`src/rtl/key_pkg.sv`:
```
// Shared types, defaults and row-decoding helpers for the keypad scanner.
package key_pkg;

  localparam int SCAN_DIV_DEF     = 50000;
  localparam int DEBOUNCE_CNT_DEF = 4;

  typedef enum logic [1:0] {
    ST_RELEASED     = 2'd0,
    ST_PRESS_WAIT   = 2'd1,
    ST_PRESSED      = 2'd2,
    ST_RELEASE_WAIT = 2'd3
  } key_state_e;

  // Closed contacts on one row (low bits), saturated at 2.
  function automatic logic [1:0] contact_cnt(input logic [3:0] col_n);
    logic [2:0] n;
    n = 3'd0;
    for (int i = 0; i < 4; i++) begin
      n = n + {2'b00, ~col_n[i]};
    end
    contact_cnt = (n >= 3'd2) ? 2'd2 : n[1:0];
  endfunction

  // Column index of a single low bit; only meaningful when exactly one is low.
  function automatic logic [1:0] low_col(input logic [3:0] col_n);
    case (col_n)
      4'b1110: low_col = 2'd0;
      4'b1101: low_col = 2'd1;
      4'b1011: low_col = 2'd2;
      4'b0111: low_col = 2'd3;
      default: low_col = 2'd0;
    endcase
  endfunction

endpackage

```
`src/rtl/sync2.sv`:
```
// Two-flop synchronizer for an asynchronous bus; resets to the idle (all-ones) level.
module sync2 #(
  parameter int W = 4
) (
  input  logic         clk,
  input  logic         rst_n,
  input  logic [W-1:0] d_i,
  output logic [W-1:0] q_o
);

  logic [W-1:0] meta_q;
  logic [W-1:0] sync_q;

  // Metastability stage followed by the settled output stage.
  always_ff @(posedge clk or negedge rst_n) begin
    if (!rst_n) begin
      meta_q <= {W{1'b1}};
      sync_q <= {W{1'b1}};
    end else begin
      meta_q <= d_i;
      sync_q <= meta_q;
    end
  end

  assign q_o = sync_q;

endmodule

```
`src/rtl/key_scan.sv`:
```
// 4x4 matrix keypad scanner: free-running row drive, per-scan single-contact
// detection, and a debounce FSM producing key_code / key_valid / key_down.
module key_scan
  import key_pkg::*;
#(
  parameter int SCAN_DIV     = SCAN_DIV_DEF,
  parameter int DEBOUNCE_CNT = DEBOUNCE_CNT_DEF
) (
  input  logic       clk,
  input  logic       rst_n,
  input  logic [3:0] col_n,
  output logic [3:0] row_n,
  output logic [3:0] key_code,
  output logic       key_valid,
  output logic       key_down
);

  localparam int            DW       = $clog2(SCAN_DIV);
  localparam logic [DW-1:0] DIV_LAST = DW'(SCAN_DIV - 1);
  localparam logic [3:0]    DB_CNT   = 4'(DEBOUNCE_CNT);

  logic [3:0]    col_s;
  logic [DW-1:0] div_q, div_d;
  logic [1:0]    row_q, row_d;
  logic [3:0]    row_n_q, row_n_d;
  logic [1:0]    hits_q, hits_d;
  logic [3:0]    acc_code_q, acc_code_d;
  logic          sample_s, boundary_s, scan_hit_s, match_s;
  logic [1:0]    row_hits_s;
  logic [2:0]    hit_sum_s;
  logic [3:0]    scan_code_s;

  key_state_e    state_q, state_d;
  logic [3:0]    cand_q, cand_d;
  logic [3:0]    cnt_q, cnt_d;
  logic [3:0]    key_code_q, key_code_d;
  logic          key_valid_q, key_valid_d;
  logic          key_down_q, key_down_d;

  sync2 #(.W(4)) u_col_sync (
    .clk   (clk),
    .rst_n (rst_n),
    .d_i   (col_n),
    .q_o   (col_s)
  );

  // Row divider, row rotation and per-scan contact accumulation.
  always_comb begin
    sample_s   = (div_q == DIV_LAST);
    boundary_s = sample_s && (row_q == 2'd3);
    row_hits_s = contact_cnt(col_s);
    hit_sum_s  = {1'b0, hits_q} + {1'b0, row_hits_s};
    if ((hits_q == 2'd0) && (row_hits_s == 2'd1)) begin
      scan_code_s = {row_q, low_col(col_s)};
    end else begin
      scan_code_s = acc_code_q;
    end
    scan_hit_s = boundary_s && (hit_sum_s == 3'd1);
    match_s    = scan_hit_s && (scan_code_s == cand_q);

    div_d      = sample_s ? DW'(0) : div_q + DW'(1);
    row_d      = row_q;
    row_n_d    = row_n_q;
    hits_d     = hits_q;
    acc_code_d = acc_code_q;
    if (sample_s) begin
      row_d   = row_q + 2'd1;
      row_n_d = {row_n_q[2:0], row_n_q[3]};
      if (boundary_s) begin
        hits_d     = 2'd0;
        acc_code_d = 4'd0;
      end else begin
        hits_d     = (hit_sum_s >= 3'd2) ? 2'd2 : hit_sum_s[1:0];
        acc_code_d = scan_code_s;
      end
    end else begin
      hits_d = hits_q;
    end
  end

  // Debounce FSM next-state and registered-output logic; moves only at scan boundaries.
  always_comb begin
    state_d     = state_q;
    cand_d      = cand_q;
    cnt_d       = cnt_q;
    key_code_d  = key_code_q;
    key_valid_d = 1'b0;
    if (boundary_s) begin
      case (state_q)
        ST_RELEASED: begin
          if (scan_hit_s) begin
            cand_d = scan_code_s;
            if (DB_CNT == 4'd1) begin
              state_d     = ST_PRESSED;
              key_code_d  = scan_code_s;
              key_valid_d = 1'b1;
              cnt_d       = 4'd0;
            end else begin
              state_d = ST_PRESS_WAIT;
              cnt_d   = 4'd1;
            end
          end else begin
            cnt_d = 4'd0;
          end
        end
        ST_PRESS_WAIT: begin
          if (match_s) begin
            if ((cnt_q + 4'd1) == DB_CNT) begin
              state_d     = ST_PRESSED;
              key_code_d  = cand_q;
              key_valid_d = 1'b1;
              cnt_d       = 4'd0;
            end else begin
              cnt_d = cnt_q + 4'd1;
            end
          end else begin
            state_d = ST_RELEASED;
            cnt_d   = 4'd0;
          end
        end
        ST_PRESSED: begin
          if (match_s) begin
            state_d = ST_PRESSED;
          end else if (DB_CNT == 4'd1) begin
            state_d = ST_RELEASED;
            cnt_d   = 4'd0;
          end else begin
            state_d = ST_RELEASE_WAIT;
            cnt_d   = 4'd1;
          end
        end
        ST_RELEASE_WAIT: begin
          if (match_s) begin
            state_d = ST_PRESSED;
            cnt_d   = 4'd0;
          end else if ((cnt_q + 4'd1) == DB_CNT) begin
            state_d = ST_RELEASED;
            cnt_d   = 4'd0;
          end else begin
            cnt_d = cnt_q + 4'd1;
          end
        end
        default: begin
          state_d = ST_RELEASED;
          cnt_d   = 4'd0;
        end
      endcase
    end else begin
      state_d = state_q;
    end
    key_down_d = (state_d == ST_PRESSED) || (state_d == ST_RELEASE_WAIT);
  end

  // State and output registers.
  always_ff @(posedge clk or negedge rst_n) begin
    if (!rst_n) begin
      div_q       <= DW'(0);
      row_q       <= 2'd0;
      row_n_q     <= 4'b1110;
      hits_q      <= 2'd0;
      acc_code_q  <= 4'd0;
      state_q     <= ST_RELEASED;
      cand_q      <= 4'd0;
      cnt_q       <= 4'd0;
      key_code_q  <= 4'd0;
      key_valid_q <= 1'b0;
      key_down_q  <= 1'b0;
    end else begin
      div_q       <= div_d;
      row_q       <= row_d;
      row_n_q     <= row_n_d;
      hits_q      <= hits_d;
      acc_code_q  <= acc_code_d;
      state_q     <= state_d;
      cand_q      <= cand_d;
      cnt_q       <= cnt_d;
      key_code_q  <= key_code_d;
      key_valid_q <= key_valid_d;
      key_down_q  <= key_down_d;
    end
  end

  assign row_n     = row_n_q;
  assign key_code  = key_code_q;
  assign key_valid = key_valid_q;
  assign key_down  = key_down_q;

endmodule

```
`config.mk`:
```
export PLATFORM = sky130hd
export DESIGN_NAME = key_scan
export DESIGN_NICKNAME = d
export VERILOG_FILES = /design/src/rtl/key_pkg.sv /design/src/rtl/sync2.sv /design/src/rtl/key_scan.sv
export SDC_FILE = /design/constraint.sdc
export NUM_CORES = 1
export LEC_CHECK = 0
export ABC_AREA = 1
export CORE_ASPECT_RATIO = 1.5
export CORE_MARGIN = 1
export CORE_UTILIZATION = 55
export CTS_CLUSTER_DIAMETER = 150
export CTS_CLUSTER_SIZE = 25
export DETAILED_ROUTE_END_ITERATION = 16
export PLACE_DENSITY = 0.74
export SYNTH_ARGS = -nofsm -noshare
export SYNTH_HDL_FRONTEND = slang
export SYNTH_SLANG_ARGS = --single-unit
```
`constraint.sdc`:
```
create_clock -name clk -period 4.5 [get_ports clk]
set_input_delay 0.9 -clock clk [delete_from_list [all_inputs] [get_ports clk]]
set_output_delay 0.9 -clock clk [all_outputs]
set_load 0.1 [all_outputs]
```
======== Word-level counts from Yosys, hierarchy flattened ========
Cells that the tools add are included.
word-level totals
  input bits .............................. 6
  flip-flop bits (word level) ............. 52
  logic and storage cells ................. 76
  output and inout bits ................... 10
cells by class
  bitwise logic cells ..................... 4
  muxes and demuxes ....................... 25
  reduce and logical (&&, ||, !) cells .... 10
  $lt $le $gt $ge ......................... 2
  equality and inequality tests ........... 15
  add/subtract/negate cells ............... 7
operators with widths
  kind                   number
  $mux 4                 6
  $mux 2                 9
  $add 16x1->16 const B  1
  $eq 16x16->1 const B   1
  $mux 16                1
  $pmux 4 s4             1
  $eq 2x2->1 const B     5
  $eq 4x3->1 const B     2
  $eq 4x4->1 const B     2
  $pmux 2 s4             1
  $ge 3x2->1 const B     2
  $mux 1                 6
  $pmux 2 s3             1
  $add 4x1->4 const B    1
  $eq 2x1->1 const B     2
  $eq 4x4->1             1
  $logic_and 1x1->1      4
  $logic_not 2->1        2
  $not 1->1              4
  $reduce_and 4->1       1
  $add 2x1->3            1
  $add 2x2->3            1
  $add 3x1->3            1
  $eq 3x1->1 const B     1
  6 further kinds        6

======== Depth between registers and ports, before layout ========
Gate-level depths: netlist of run 1.
  word-level depth ........................ 16
  depth in mapped cells ................... 20
  depth with buffers taken out ............ 20

======== Hierarchy ========
A second synthesis of run 1 with hierarchy kept.
second synthesis, totals
  cells, all modules ...................... 360
  area total of the unflattened synthesis .. 2,860.2 sq um
by module, submodules not included
  module    times used  seq. area each (sq um)  cells an instance  area an instance (sq um)
  key_scan  1           1,104.8                 352                2,650.0
  sync2     1           210.2                   8                  210.2

======== Least setup slack after synthesis of run 1 ========
OpenSTA, ideal clock, no wires.
  path kind ............................... register to register
  from .................................... reg u_col_sync.sync_q[1] (netlist: u_col_sync.q_o[1])
  to ...................................... reg cnt_q[0]
  period minus slack after synthesis ...... 3.230 ns
  buffers on the path ..................... 0
  path slack .............................. 1.270 ns
  required time ........................... 4.380 ns
  cell stages (with the launch flop) ...... 20
  arrival ................................. 3.110 ns
  library setup time ...................... 0.120 ns
  path through ............................ dfstp_2 -> fa_1 -> inv_1 -> ha_1 -> inv_1 -> ha_1 -> nand2_1 -> and3_2 -> ha_1 -> inv_1 -> fa_1 -> nand2_1 -> inv_1 -> nand2_1 -> nor2_8 -> nand4_2 -> nand2_2 -> inv_2 -> nor2_2 -> a21oi_2
on the way
  cells in the longest elaborated chain, start to end .. 13
  elaborated cells on any way between the ends .. 24
  classes of those cells .................. add/sub: 4; order compare: 1; eq/ne: 7; mux: 7; bitwise: 1; reduce/logical: 4
ends and longest elaborated chain
  item                                                   line             source
  from (decl)                                            sync2.sv:12      logic [W-1:0] sync_q;
  from (signal assigned)                                 sync2.sv:18      sync_q <= {W{1'b1}};
  from (signal assigned)                                 sync2.sv:21      sync_q <= meta_q;
  $not 1->1                                              key_pkg.sv:19    n = n + {2'b00, ~col_n[i]};
  $add 1x1->2                                            key_pkg.sv:19
  $add 2x1->3                                            key_pkg.sv:19
  $add 3x1->3                                            key_pkg.sv:19
  $ge 3x2->1                                             key_pkg.sv:21    contact_cnt = (n >= 3'd2) ? 2'd2 : n[1:0];
  $mux 2                                                 key_pkg.sv:21
  $eq 2x1->1                                             key_scan.sv:53   if ((hits_q == 2'd0) && (row_hits_s == 2'd1)) begin
  $logic_and 1x1->1                                      key_scan.sv:53
  $mux 4                                                 key_scan.sv:53
  $eq 4x4->1                                             key_scan.sv:59   match_s = scan_hit_s && (scan_code_s == cand_q);
  $logic_and 1x1->1                                      key_scan.sv:59
  $mux 4 (tied with other cells)                         key_scan.sv:133  if (match_s) begin
  $pmux 4 s4 / $reduce_and 2->1 (equally long branches)  n/a
  to (signal assigned)                                   key_scan.sv:176  cnt_q <= cnt_d;
  to (decl)                                              key_scan.sv:35   logic [3:0] cnt_q, cnt_d;
Several ways; a longest one is shown, not always the timed one.
A chain may end at the register's enable or synchronous reset.

======== Worst setup path in the final report of run 1 ========
  from .................................... reg u_col_sync.sync_q[3] (netlist: u_col_sync.q_o[3])
  to ...................................... reg cnt_q[2]
on the way
  cells in the longest elaborated chain, start to end .. 11
  elaborated cells on any way between the ends .. 21
  classes of those cells .................. add/sub: 2; order compare: 1; eq/ne: 7; mux: 6; bitwise: 1; reduce/logical: 4
ends and longest elaborated chain
  item                                                   line
  $not 1->1                                              key_pkg.sv:19
  $add 3x1->3                                            key_pkg.sv:19
  $ge 3x2->1                                             key_pkg.sv:21
  $mux 2                                                 key_pkg.sv:21
  $eq 2x1->1                                             key_scan.sv:53
  $logic_and 1x1->1                                      key_scan.sv:53
  $mux 4                                                 key_scan.sv:53
  $eq 4x4->1                                             key_scan.sv:59
  $logic_and 1x1->1 *                                    key_scan.sv:59
  $mux 4 (tied with other cells)                         key_scan.sv:133
  $pmux 4 s4 / $reduce_and 2->1 (equally long branches)  n/a
Mark *: on every way between the ends. The rest lies on a longest branch, timed or not.

==> out/results.tsv, run 1 <==
stage	metric	value	unit
floorplan	I/O pin total	16	
grt	Total Routing Usage GR	0.202	
synth	Synth Instances	324	
setup_path	delay of the slowest critical-path stage	0.56	ns
setup_path	crit path max fanout	4	
grt	Overflow after GRT	0	
setup_path	crit start category	flop	
layout	synthesis-to-layout area growth	11.2	%
clock_tree	CTS Buf Count	5	
sta	Setup TNS	0	ns
clock_tree	Clock Sinks	52	
sta	Fin. Hold Viols	0	
power	leakage	1.56	nW
grt	largest net degree at the start of global routing	53	
setup_path	CP Class	reg2reg	
floorplan	FP Rows	31	
floorplan	die area	5460	µm²
sta	setup ws final	1.10	ns
run_status	outcome	completed	
clock_tree	Hold Buf Count CTS	0	
grt	GR peak layer	met2	
grt	vias in the first global route	2059	
grt	routing usage on met2	0.356	
placed_design	gpl congestion	0.851	
floorplan	Core Region	4890	µm²
setup_path	Critical Path RT	4.70	ns
sta	max-slew violations	0	
grt	met3 Resource Use GR	0.0302	
grt	initial antenna violation count	0	
sta	Period Utilization, post-route	0.756	
floorplan	initial core utilization	0.581	
clock_tree	Post-CTS Setup Bufs	0	
sta	setup violators final	0	
drt	Routed Wire Length	4730	µm
drt	wire per inst	11.5	µm
grt	met1 layer usage reported by global route	0.239	
clock_tree	Clock Root Buffer	clkbuf_8	
placed_design	Placed Area	3070	µm²
synth	Yosys warnings	0	
placed_design	IO buf count	15	
synth	Mapped Nets	342	
worst_hold_path	Min-Delay Path Class	reg2reg	
synth	post-synth cell types	37	
clock_tree	Clock Tree Buf Depth	2	
power	ratio of total power to cell area	263	nW/µm²
drt	drt first-iter violations	85	
clock_tree	Clock transition at path regs	0.09	ns
synth	sequential fraction of the synthesis area	0.463	
setup_path	Reg2Reg Depth	19	
synth	Synth area leaders	dfrtp_1 36%, dfstp_2 10%, nand2_1 9.1%	
synth	cell taking the most area after synthesis	dfrtp_1	
setup_path	most used cell, CP	nand2_1	
synth	mean post-synth cell area	8.77	µm²
sta	Least-Margin Pin Slew	0.967	ns
clock_tree	Resized Gates After CTS	0	
floorplan	Die X	60.7	µm
layout	final instance area	3160	µm²
sta	Period minus WS final	3.40	ns
layout	share of cells above drive strength 1	0.194	
power	Power Total	832	µW
grt	first-pass GRT wire length	8610	µm
clock_tree	worst skew pair latency	0.31	ns
setup_path	slowest CP cell	dfstp_2	
setup_path	CP Capture Type	flop	
drt	via count	2064	
setup_path	crit-path cells	fa_1, inv_1, ha_1, inv_1, ha_1, nand2_1, and3_2, ha_1, inv_1, fa_1, nand2_1, nor2_1, nand3_1, nor2_4, nand3_2, nand2_4, nor2_2, nand2_1, nand2_1	
placed_design	Post-DP HPWL	3620	µm
setup_path	arrival time at the worst endpoint	3.60	ns
layout	most frequent standard cell in the layout excluding fill and tap cells	nand2_1	
sta	Slew headroom	0.353	
drt	router iterations before antenna repair	4	
synth	#FFs+latches synth	52	
sta	Max Freq	294	MHz
placed_design	Placement Setup Slack	1.07	ns
synth	area of the mapped netlist	2840	µm²
clock_tree	CTS tree	done	
clock_tree	H-tree lvl count	2	
drt	number of vias per cell	5.01	
layout	commonest non-fill, non-tap cells in the layout	69 x nand2_1, 49 x inv_1, 41 x dfrtp_1	
floorplan	die height	90.0	µm
power	VDD IR max	226	µV
synth	Synth top area share	0.361	
worst_hold_path	hold path cells	0	
drt	Remaining DRCs	0	
layout	Final Net Count	363	
sta	RSZ-0062 raised after global routing	false	
run	total of max-cap violations	0	
layout	n_diodes	0	
drt	ANT nets after route	0	
sta	Worst Skew	0.00764	ns
## logic make-up after synthesis
| group | share of synthesized area |
|---|---|
| XOR/XNOR | 0.0185 |
| buffers and inverters | 0.0744 |
| flip-flops | 0.463 |
| AO/OA/AOI/OAI | 0.0691 |
| adder cells (fa/ha/maj) | 0.0581 |
| AND/OR/NAND/NOR | 0.317 |
## path summary, 6_finish.rpt
path                                       from  slack [ns]                 to
hold reg to reg            u_col_sync.meta_q[0]        0.36  u_col_sync.q_o[0]
max in group asynchronous                 rst_n        3.38           cnt_q[1]
setup reg to reg              u_col_sync.q_o[3]        1.10           cnt_q[2]
setup / recovery              u_col_sync.q_o[3]        1.10           cnt_q[2]
hold / removal             u_col_sync.meta_q[0]        0.36  u_col_sync.q_o[0]
min in group asynchronous                 rst_n        0.68        key_code[1]
## worst max-delay path, delay by kind of cell, from the launching register on
kind	cells	cell delay [ns]
adders and majority gates	5	1.49
and+or+nand+nor	11	1.08
DFF	1	0.56
buffers and inverters	3	0.15
## where the power goes
group          switching, mW  total, mW  internal, mW
clock                  0.150      0.276         0.126
sequential           0.00237      0.476         0.474
combinational         0.0533     0.0807        0.0274
## state kept, by name, indices dropped and copies added (netlist names), 4 cells and up
register	count
u_col_sync.q_o	4
row_n	4
acc_code_q	4
cand_q	4
key_code	4
div_q	16
u_col_sync.meta_q	4
cnt_q	4
## area by class of cell
class                      instances  area (µm²)
clock buffer                       7        86.3
clock inverter                     1        6.26
fill                             435        1730
inverter                          54         203
multi-input combinational        216        1320
sequential                        52        1320
tap                               66        82.6
timing repair buffer              16         153
## synth_stat cells
cell type and instances:
a21oi_2 1, nor2_2 5, ha_1 10, o22ai_1 5, nand2_1 69, o21ai_1 11, a21boi_1 1, a31oi_1 3
nand4_2 2, nand3b_1 1, o21bai_1 1, inv_1 49, nand2_4 4, dfrtp_1 41, nand4_1 7, nor3_1 3
o211ai_1 1, dfstp_2 11, inv_2 5, nor2_1 27, fa_1 2, nor3b_1 1, nor2_8 1, and3_1 1
buf_1 1, nand3_4 1, nand3_2 9, xor2_1 4, nor4_2 1, xnor2_1 2, nor2_4 8, buf_2 1
nand2_2 9, and3_2 1, a21oi_1 6, o21ai_0 6, nand3_1 13
## per-stage QoR
step	instances	hold WS [ns]	utilization
after global placement	404	0.346	0.628
after detailed placement	404	0.348	0.628
after global routing	412	0.366	0.647
after floorplan	324	0.345	-
after CTS	412	0.362	0.647
final	412	0.360	0.647
## per-layer routing
metal  routed length [µm]  share of wire
met1                 2070           0.44
met2                 2480           0.52
met3                   95          0.020
met4                   88          0.019
met5                    0              0
No activity file was read; power rests on OpenSTA's default activity.
==> run 2, diff against run 1 <==
CORE_UTILIZATION = 54   (was 55)
PLACE_DENSITY = 0.76   (was 0.74)
clock period = 3.1 ns   (was 4.5 ns; I/O delays follow)
==> run 2 against run 1 <==
Compared with the run above: non-clock buffer count increased by 12; critical path depth unchanged; the flow now finishes with violations (negative setup slack); first-iteration DRC count increased by 29%; critical path type unchanged; critical endpoint unchanged; hold slack got worse by 0.00086 ns; total power increased by 53%; cell count increased by 3.4%; highest routed layer unchanged.
==> out/results.tsv, run 2 (same netlist as run 1, synthesis figures left out) <==
stage	metric	value	unit	change
grt	first-pass GRT wire length	9650	µm	was 8610 µm
clock_tree	Clock Root Buffer	clkbuf_8		unchanged
power	Logic pwr share	0.122		was 0.097
drt	router iterations before antenna repair	4		unchanged
grt	largest net degree at the start of global routing	45		was 53
setup_path	crit-path cells	fa_1, inv_1, ha_2, inv_2, ha_4, nand2_2, and3_4, ha_4, inv_2, fa_1, nand2_2, nor2_2, nand3_2, nor2_4, nand3_2, nand2_4, nor2_2, nand2_1, nand2_1		was fa_1, inv_1, ha_1, inv_1, ha_1, nand2_1, and3_2, ha_1, inv_1, fa_1, nand2_1, nor2_1, nand3_1, nor2_4, nand3_2, nand2_4, nor2_2, nand2_1, nand2_1
floorplan	die area	5560	µm²	was 5460 µm²
floorplan	FP Rows	32		was 31
floorplan	Die X	61.2	µm	was 60.7 µm
placed_design	Placement Setup Slack	-0.149	ns	was 1.07 ns
layout	Final Net Count	375		was 363
sta	setup ws final	-0.136	ns	was 1.10 ns
grt	routing usage on met2	0.424		was 0.356
drt	via count	2162		was 2064
power	switch share	0.248		was 0.247
power	VDD IR max	302	µV	was 226 µV
grt	Overflow after GRT	0		unchanged
clock_tree	Clock Sinks	52		unchanged
drt	number of vias per cell	5.08		was 5.01
grt	GR peak layer	met2		unchanged
drt	ANT nets after route	0		unchanged
setup_path	crit-path leading delay family	adder cells		unchanged
setup_path	worst path bufs/invs	3		unchanged
run_status	outcome	finished with violations		was completed
sta	RSZ-0062 raised after global routing	true		was false
drt	Routed Wire Length	5400	µm	was 4730 µm
clock_tree	H-tree lvl count	2		unchanged
placed_design	gpl congestion	0.834		was 0.851
layout	n_diodes	0		unchanged
setup_path	crit start category	flop		unchanged
power	Internal	956	µW	was 627 µW
sta	Max Freq	309	MHz	was 294 MHz
power	sequential share of power	0.543		was 0.572
placed_design	Post-DP HPWL	4030	µm	was 3620 µm
floorplan	I/O pin total	16		unchanged
drt	Remaining DRCs	0		unchanged
worst_hold_path	Min-Delay Path Class	reg2reg		unchanged
placed_design	IO buf count	15		unchanged
sta	Period Utilization, post-route	1.04		was 0.756
grt	met1 layer usage reported by global route	0.243		was 0.239
clock_tree	Hold Buf Count CTS	0		unchanged
sta	Worst Skew	0.00728	ns	was 0.00764 ns
setup_path	arrival time at the worst endpoint	3.45	ns	was 3.60 ns
layout	Largest register FFs	16		unchanged
floorplan	die height	90.8	µm	was 90.0 µm
setup_path	CP Capture Type	flop		unchanged
layout	most frequent standard cell in the layout excluding fill and tap cells	nand2_1		unchanged
clock_tree	Clock transition at path regs	0.09	ns	about the same
layout	Fill cells	433		was 435
clock_tree	Clock Tree Buf Depth	2		unchanged
run	total of max-cap violations	0		unchanged
clock_tree	worst skew pair latency	0.31	ns	about the same
sta	Setup TNS	-1.33	ns	was 0 ns
sta	Fin. Hold Viols	0		unchanged
grt	initial antenna violation count	0		unchanged
clock_tree	CTS tree	done		unchanged
grt	vias in the first global route	2269		was 2059
layout	share of cells above drive strength 1	0.304		was 0.194
layout	Final Util	0.658		was 0.647
layout	Storage cell area	1320	µm²	unchanged
drt	wire per inst	12.7	µm	was 11.5 µm
floorplan	initial core utilization	0.559		was 0.581
sta	max-slew violations	0		unchanged
setup_path	crit path max fanout	3		was 4
power	clock power share	0.335		was 0.331
layout	largest reg by FF count	div_q		unchanged
power	Power Total	1.27	mW	was 832 µW
setup_path	Critical Path RT	3.31	ns	was 4.70 ns
layout	commonest non-fill, non-tap cells in the layout	63 x nand2_1, 46 x inv_1, 41 x dfrtp_1		was 69 x nand2_1, 49 x inv_1, 41 x dfrtp_1
power	ratio of total power to cell area	380	nW/µm²	was 263 nW/µm²
drt	drt first-iter violations	110		was 85
floorplan	Core Region	5080	µm²	was 4890 µm²
sta	setup violators final	16		was 0
sta	Slew headroom	0.343		was 0.353
setup_path	slowest CP cell	dfstp_2		unchanged
power	leakage	1.66	nW	was 1.56 nW
sta	Period minus WS final	3.24	ns	was 3.40 ns
setup_path	delay of the slowest critical-path stage	0.55	ns	was 0.56 ns
power	Sw Pwr	315	µW	was 206 µW
setup_path	CP Class	reg2reg		unchanged
layout	synthesis-to-layout area growth	17.7	%	was 11.2%
sta	Least-Margin Pin Slew	0.985	ns	was 0.967 ns
grt	Total Routing Usage GR	0.232		was 0.202
clock_tree	CTS Buf Count	5		unchanged
run_status	failing checks	negative setup slack		
layout	area of the multi-input gates	1410	µm²	was 1320 µm²
grt	met3 Resource Use GR	0.0501		was 0.0302
[run 2: cell count changes in the layout (fill, tap and decap cells not counted), sizes merged]
cell	change
clkinv	+1
clkdlybuf4s50	-10
inv	-1
buf	+22
[run 2: through the flow]
step | hold slack (ns) | instance area (µm²) | instances
6_report | 0.359 | 3350 | 426
4_1_cts | 0.361 | 3320 | 426
2_1_floorplan | 0.324 | 2860 | 324
5_1_grt | 0.363 | 3350 | 426
3_3_place_gp | 0.345 | 3130 | 415
3_5_place_dp | 0.347 | 3130 | 415
[run 2: repair_timing]
action	4_1_cts	5_1_grt
setup buffers	3	0
resized for setup	14	9
pin swaps	4	8
setup endpoints to repair	16	16
[run 2: area by class of cell]
| type | instances | area share |
|---|---|---|
| clock buffers | 7 | 0.0292 |
| clock inverters | 1 | 0.00150 |
| inverters | 54 | 0.0613 |
| multi-input cells | 216 | 0.421 |
| flip-flops and latches | 52 | 0.393 |
| well taps | 68 | 0.0254 |
| repair buffers | 28 | 0.0688 |
[run 2: power groups by stage]
stage / clock network (mW) / registers [mW] / logic, mW
after floorplan: 0 / 0.704 / 0.0906
after global placement: 0 / 0.703 / 0.135
after detailed placement: 0 / 0.704 / 0.140
after CTS: 0.444 / 0.691 / 0.153
after global routing: 0.466 / 0.692 / 0.173
final: 0.426 / 0.691 / 0.155
[run 2: per-layer routing]
layer / share of wire / wire length (µm) / vias up
li1: - / - / 1088
met2: 0.56 / 3050 / 29
met5: 0 / 0 / -
met4: 0.020 / 106 / 0
met3: 0.025 / 136 / 9
met1: 0.39 / 2110 / 1036
[run 2: final timing paths]
check,start,end,slack [ns],cells past startpoint
max in group asynchronous,rst_n,row_n[2],1.89,2
max reg2reg,u_col_sync.q_o[3],cnt_q[2],-0.14,19
min in group asynchronous,rst_n,cand_q[1],0.47,1
min,u_col_sync.meta_q[1],u_col_sync.q_o[1],0.36,0
min reg2reg,u_col_sync.meta_q[1],u_col_sync.q_o[1],0.36,0
max,u_col_sync.q_o[3],cnt_q[2],-0.14,19
[run 2: worst reg2reg max path, delay by kind of cell (launching register included)]
family | cells | cell delay [ns]
flip-flops | 1 | 0.55
buffers and inverters | 3 | 0.15
AND/OR/NAND/NOR | 11 | 1.01
adder cells (fa/ha/maj) | 5 | 1.44
==> edit 1: new RTL, config.mk and constraints of run 1 <==
Set the package constant `SCAN_DIV_DEF` to 25000 (it was 50000).
--- a/src/rtl/key_pkg.sv
+++ b/src/rtl/key_pkg.sv
@@ -1,7 +1,7 @@
 // Shared types, defaults and row-decoding helpers for the keypad scanner.
 package key_pkg;
 
-  localparam int SCAN_DIV_DEF     = 50000;
+  localparam int SCAN_DIV_DEF     = 25000;
   localparam int DEBOUNCE_CNT_DEF = 4;
 
   typedef enum logic [1:0] {
Behaviour: same outputs for any inputs over 10 cycles, from zero or initial values and one cycle with rst_n low; that may be too few to reach the edited logic, so the function may still have changed.
==> edit 1 against run 1 <==
Sequential cell count fell by 1; fmax shrank 9.6%; via count rose by 8.4%; wire length grew 15%; design area fell by 0.44%; total power is 2.7% lower; utilization shrank 0.28 points; clock power decreased by 3%; critical path depth is the same; cell count is 5.1% higher; synthesized area down 0.31%; combinational power is 8.7% lower; clock skew is 0.0051 ns higher; setup slack got worse by 0.36 ns; critical endpoint is now key_code[2]; largest cell class is now multi-input combinational cells.
==> edit 1: results (changes against run 1) <==
[global_routing]
grtUsageMet1_pct=24.9  ; was 23.9%
grtUsageMet2_pct=41.5  ; was 35.6%
use_met3_pct=3.31  ; was 3.02%
grt_pass1_wl_um=9250  ; was 8610 µm
grt_start_max_net_pins=52  ; was 53
grt_pass1_vias=2194  ; was 2059
track_usage_pct=22.5  ; was 20.2%

[synthesis]
synth_common_cells=70 x nand2_1, 52 x inv_1, 40 x dfrtp_1  ; was 69 x nand2_1, 49 x inv_1, 41 x dfrtp_1
seq_area_frac_synth_pct=45.5  ; was 46.3%
synth_compound_area_share_pct=7.60  ; was 6.91%
synth_cell_types=33  ; was 37
syn_inst=346  ; was 324
syn_avg_cell_area_um2=8.19  ; was 8.77 µm²
synth_xor_area_share_pct=1.55  ; was 1.85%
synth_nets=364  ; was 342

[place]
placedInstanceArea_mm2=0.00306  ; was 0.00307 mm²
dp_cells=425  ; was 404
globalplace.congestion=0.835  ; was 0.851

[drt]
vias_per_cell=5.17  ; was 5.01
wl_met3_um=146  ; was 95 µm
drt_iter0_markers=100  ; was 85
wl_met2_um=3030  ; was 2480 µm
met1_length_um=2180  ; was 2070 µm
wl_per_cell_um=12.6  ; was 11.5 µm
wl_um=5450  ; was 4730 µm

[layout]
final-clk-cell-share_pct=2.90  ; was 2.93%
largest_reg_flops=15  ; was 16
design.seq.count=51  ; was 52
final_layout_size_suffix_gt1_share_pct=16.1  ; was 19.4%
n_all_inverters=58  ; was 54
finalNetCount=384  ; was 363
multi_input_area_share_pct=41.7  ; was 41.6%
seqCellArea_mm2=0.00129  ; was 0.00132 mm²
nMultiInputCombCells=234  ; was 216
n_fill_cell=464  ; was 435
syn2layout_area_growth_pct=11.1  ; was 11.2%

[power]
irDropWorstVdd_mv=0.219  ; was 0.226 mV
p_leak_nw=1.50  ; was 1.56 nW
switchingPower_w=0.000209  ; was 0.000206 W
seqPwrFrac_pct=57.7  ; was 57.2%

[timing]
tightestPinTransition_ns=0.978  ; was 0.967 ns
skew_ns=0.0127  ; was 0.00764 ns

[setup_path]
crit_path_max_incr_delay_ns=0.58  ; was 0.56 ns
cp_max_fo=8  ; was 4
rrSetupSlack_ns=0.73  ; was 1.10 ns
r2r-end=key_code[2]  ; was cnt_q[2]
critical_path.endpoint=key_code[2]  ; was cnt_q[2]
critPathArrivalTime_ns=3.96  ; was 3.60 ns
cp_top_family=adder cells  ; unchanged

[min_path]
hold_path.startpoint=u_col_sync.meta_q[2]  ; was u_col_sync.meta_q[0]
whs_endpoint=u_col_sync.q_o[2]  ; was u_col_sync.q_o[0]

[cts]
htreeDepth=2  ; unchanged

[outcome]
status=finished, final reports clean  ; unchanged

==> edit 1: cell types whose count changed after synthesis, sizes merged, moves of 2 or more <==
| cell | before | now |
|---|---|---|
| nand3 | 23 | 31 |
| inv | 54 | 57 |
| nor3 | 3 | 6 |
| nand2 | 82 | 87 |
| o21ai | 17 | 24 |
| a21oi | 7 | 10 |
| o22ai | 5 | 3 |
| xor2 | 4 | 2 |
| a31oi | 3 | 0 |
| clkbuf | 0 | 2 |
==> edit 1: metrics by stage <==
step | power (W) | utilization [%] | hold WS, ns | setup WS (ns)
after floorplan | 0.000526 | - | 0.345 | 1.06
after global placement | 0.000547 | 62.5 | 0.345 | 0.882
after detailed placement | 0.000550 | 62.5 | 0.347 | 0.795
after CTS | 0.000818 | 64.4 | 0.362 | 0.722
after global routing | 0.000843 | 64.4 | 0.366 | 0.455
final | 0.000810 | 64.4 | 0.361 | 0.733
==> edit 2: new RTL, settings of run 1 <==
Made on the original files. Reset style: synchronous (`rst_n`), changed in 2 clocked blocks. Comments in the files are not updated.
--- a/src/rtl/sync2.sv
+++ b/src/rtl/sync2.sv
@@ -12,7 +12,7 @@
   logic [W-1:0] sync_q;
 
   // Metastability stage followed by the settled output stage.
-  always_ff @(posedge clk or negedge rst_n) begin
+  always_ff @(posedge clk) begin
     if (!rst_n) begin
       meta_q <= {W{1'b1}};
       sync_q <= {W{1'b1}};
--- a/src/rtl/key_scan.sv
+++ b/src/rtl/key_scan.sv
@@ -152,7 +152,7 @@
   end
 
   // State and output registers.
-  always_ff @(posedge clk or negedge rst_n) begin
+  always_ff @(posedge clk) begin
     if (!rst_n) begin
       div_q       <= DW'(0);
       row_q       <= 2'd0;
Function: no difference found for any inputs over 10 cycles, from zero or initial values and one cycle with rst_n low; that may be too few to reach the edited logic, so the function may still have changed.
==> edit 2 against run 1 <==
Synthesized area decreased by 4.4%; critical path type unchanged; critical endpoint is now cnt_q[2]; clock skew increased by 0.0045 ns; sequential cell count unchanged; synthesized cell count increased by 15%; first-iteration DRC count increased by 36%; wire length increased by 11%; clock power about the same; via count increased by 14%; setup slack improved by 0.13 ns; total power increased by 3.0%; largest power group unchanged; design area decreased by 4.4%; critical path depth decreased by 1.
==> edit 2: results (changes against run 1) <==
[timing]
skew_ns=0.0122  ; was 0.00764 ns
whs_ns=0.405  ; was 0.360 ns
tightestPinTransition_ns=0.969  ; was 0.967 ns
max_clock_freq_mhz=305  ; was 294 MHz

[synthesis]
ys_async_sr_fraction_pct=0  ; was 100%
syn_avg_cell_area_um2=7.28  ; was 8.77 µm²
synth_cell_types=34  ; was 37
seq_area_frac_synth_pct=38.3  ; was 46.3%
synth_nets=390  ; was 342
synth_common_cells=79 x nand2_1, 57 x inv_1, 52 x dfxtp_1  ; was 69 x nand2_1, 49 x inv_1, 41 x dfrtp_1
synthTopCellsByArea=dfxtp_1 38%, nand2_1 11%, inv_1 7.9%, nand3_1 5.3%, nor2_1 4.3%  ; was dfrtp_1 36%, dfstp_2 10%, nand2_1 9.1%, inv_1 6.5%, ha_1 4.4%
ys_warn_count=0  ; unchanged

[cts]
cts-root-buf=clkbuf_8  ; unchanged
max-clock-path-buffers=2  ; unchanged
htreeDepth=2  ; unchanged
cts_buffers=5  ; unchanged
cts_resized=0  ; unchanged
clk_pin_slew_ns=0.10
post_cts_buffers=0  ; unchanged
insertion_delay_ns=0.31  ; about the same

[drt]
met1_length_um=2130  ; was 2070 µm
first_pass_iters=4  ; unchanged
wl_um=5230  ; was 4730 µm
wl_met2_um=2850  ; was 2480 µm
wl_met3_um=106  ; was 95 µm
routed.top_layer=met4  ; unchanged
drt_iter0_markers=116  ; was 85
vias=2355  ; was 2064

[global_routing]
grt_pass1_vias=2205  ; was 2059
track_usage_pct=22.9  ; was 20.2%
grtUsageMet2_pct=42.9  ; was 35.6%
grt_start_max_net_pins=21  ; was 53
grt_antenna_before_repair=0  ; unchanged
grtUsageMet1_pct=24.3  ; was 23.9%
grt_pass1_wl_um=9160  ; was 8610 µm
use_met3_pct=3.69  ; was 3.02%
grt_overflow=0  ; unchanged

[place]
place_worst_setup_slack_ns=1.23  ; was 1.07 ns
globalplace.congestion=0.773  ; was 0.851
dp_hpwl_um=4030  ; was 3620 µm
numPortBuffers=15  ; unchanged

[layout]
n_fill_cell=473  ; was 435
largest_reg_flops=16  ; unchanged
top_register=div_q  ; unchanged
finalNetCount=408  ; was 363
final_layout_size_suffix_gt1_share_pct=11.0  ; was 19.4%
diodes=0  ; unchanged

[power]
irDropWorstVdd_mv=0.241  ; was 0.226 mV
p_leak_nw=1.28  ; was 1.56 nW

[setup_path]
cp_top_family=adder cells  ; unchanged
critPathArrivalTime_ns=3.52  ; was 3.60 ns
crit_path_max_incr_delay_ns=0.54  ; was 0.56 ns
cp_slowest_cell=fa_1  ; was dfstp_2
cp_max_fo=8  ; was 4

[min_path]
hold_class=reg -> reg  ; unchanged

[outcome]
status=finished, final reports clean  ; unchanged

## edit 2: changes by cell type in the layout (fill, tap and decap cells not counted), sizes merged, moves of 4 or more
cell / delta
o21ai: -4
nand3: +9
inv: +5
dfstp: -11
or2: +9
dfrtp: -41
nand2: +6
a21oi: +16
nor3: +6
dfxtp: +52
## edit 2: cells by family (layout without fill, tap and decap cells)
kind of cell / after synthesis / in the layout / share of synthesized area (%)
simple gates: 192 / 192 / 35.4
fa+ha+maj: 11 / 11 / 5.62
xor+xnor: 7 / 7 / 2.26
flops: 52 / 52 / 38.3
compound gates: 47 / 47 / 9.49
buf+inv: 64 / 83 / 8.89
## edit 2: final cells by class
class                   instances  area share, %
inverters                      60           7.45
well taps                      66           2.73
repair buffers                 15           4.97
multi-input cells             257           47.4
clock buffers                   8           2.98
flip-flops and latches         52           34.4
## edit 2: worst paths after layout
check,startpoint,to,cells past startpoint
setup / recovery,u_col_sync.q_o[0],cnt_q[2],18
hold / removal,u_col_sync.meta_q[2],u_col_sync.q_o[2],1
setup reg to reg,u_col_sync.q_o[0],cnt_q[2],18
hold reg to reg,u_col_sync.meta_q[2],u_col_sync.q_o[2],1
## edit 2: where the power goes
group	switching (W)	internal [W]
Clock	0.000150	0.000126
Combinational	0.0000747	0.0000372
Sequential	0.00000389	0.000466
## edit 2: metrics by stage
step | area, µm² | utilization [%] | total power [W] | std cells
after floorplan | 2720 | - | 0.000569 | 373
after CTS | 3020 | 63.4 | 0.000863 | 458
after global routing | 3020 | 63.4 | 0.000898 | 458
after global placement | 2930 | 61.5 | 0.000591 | 450
after detailed placement | 2930 | 61.5 | 0.000593 | 450
final | 3020 | 63.4 | 0.000858 | 458
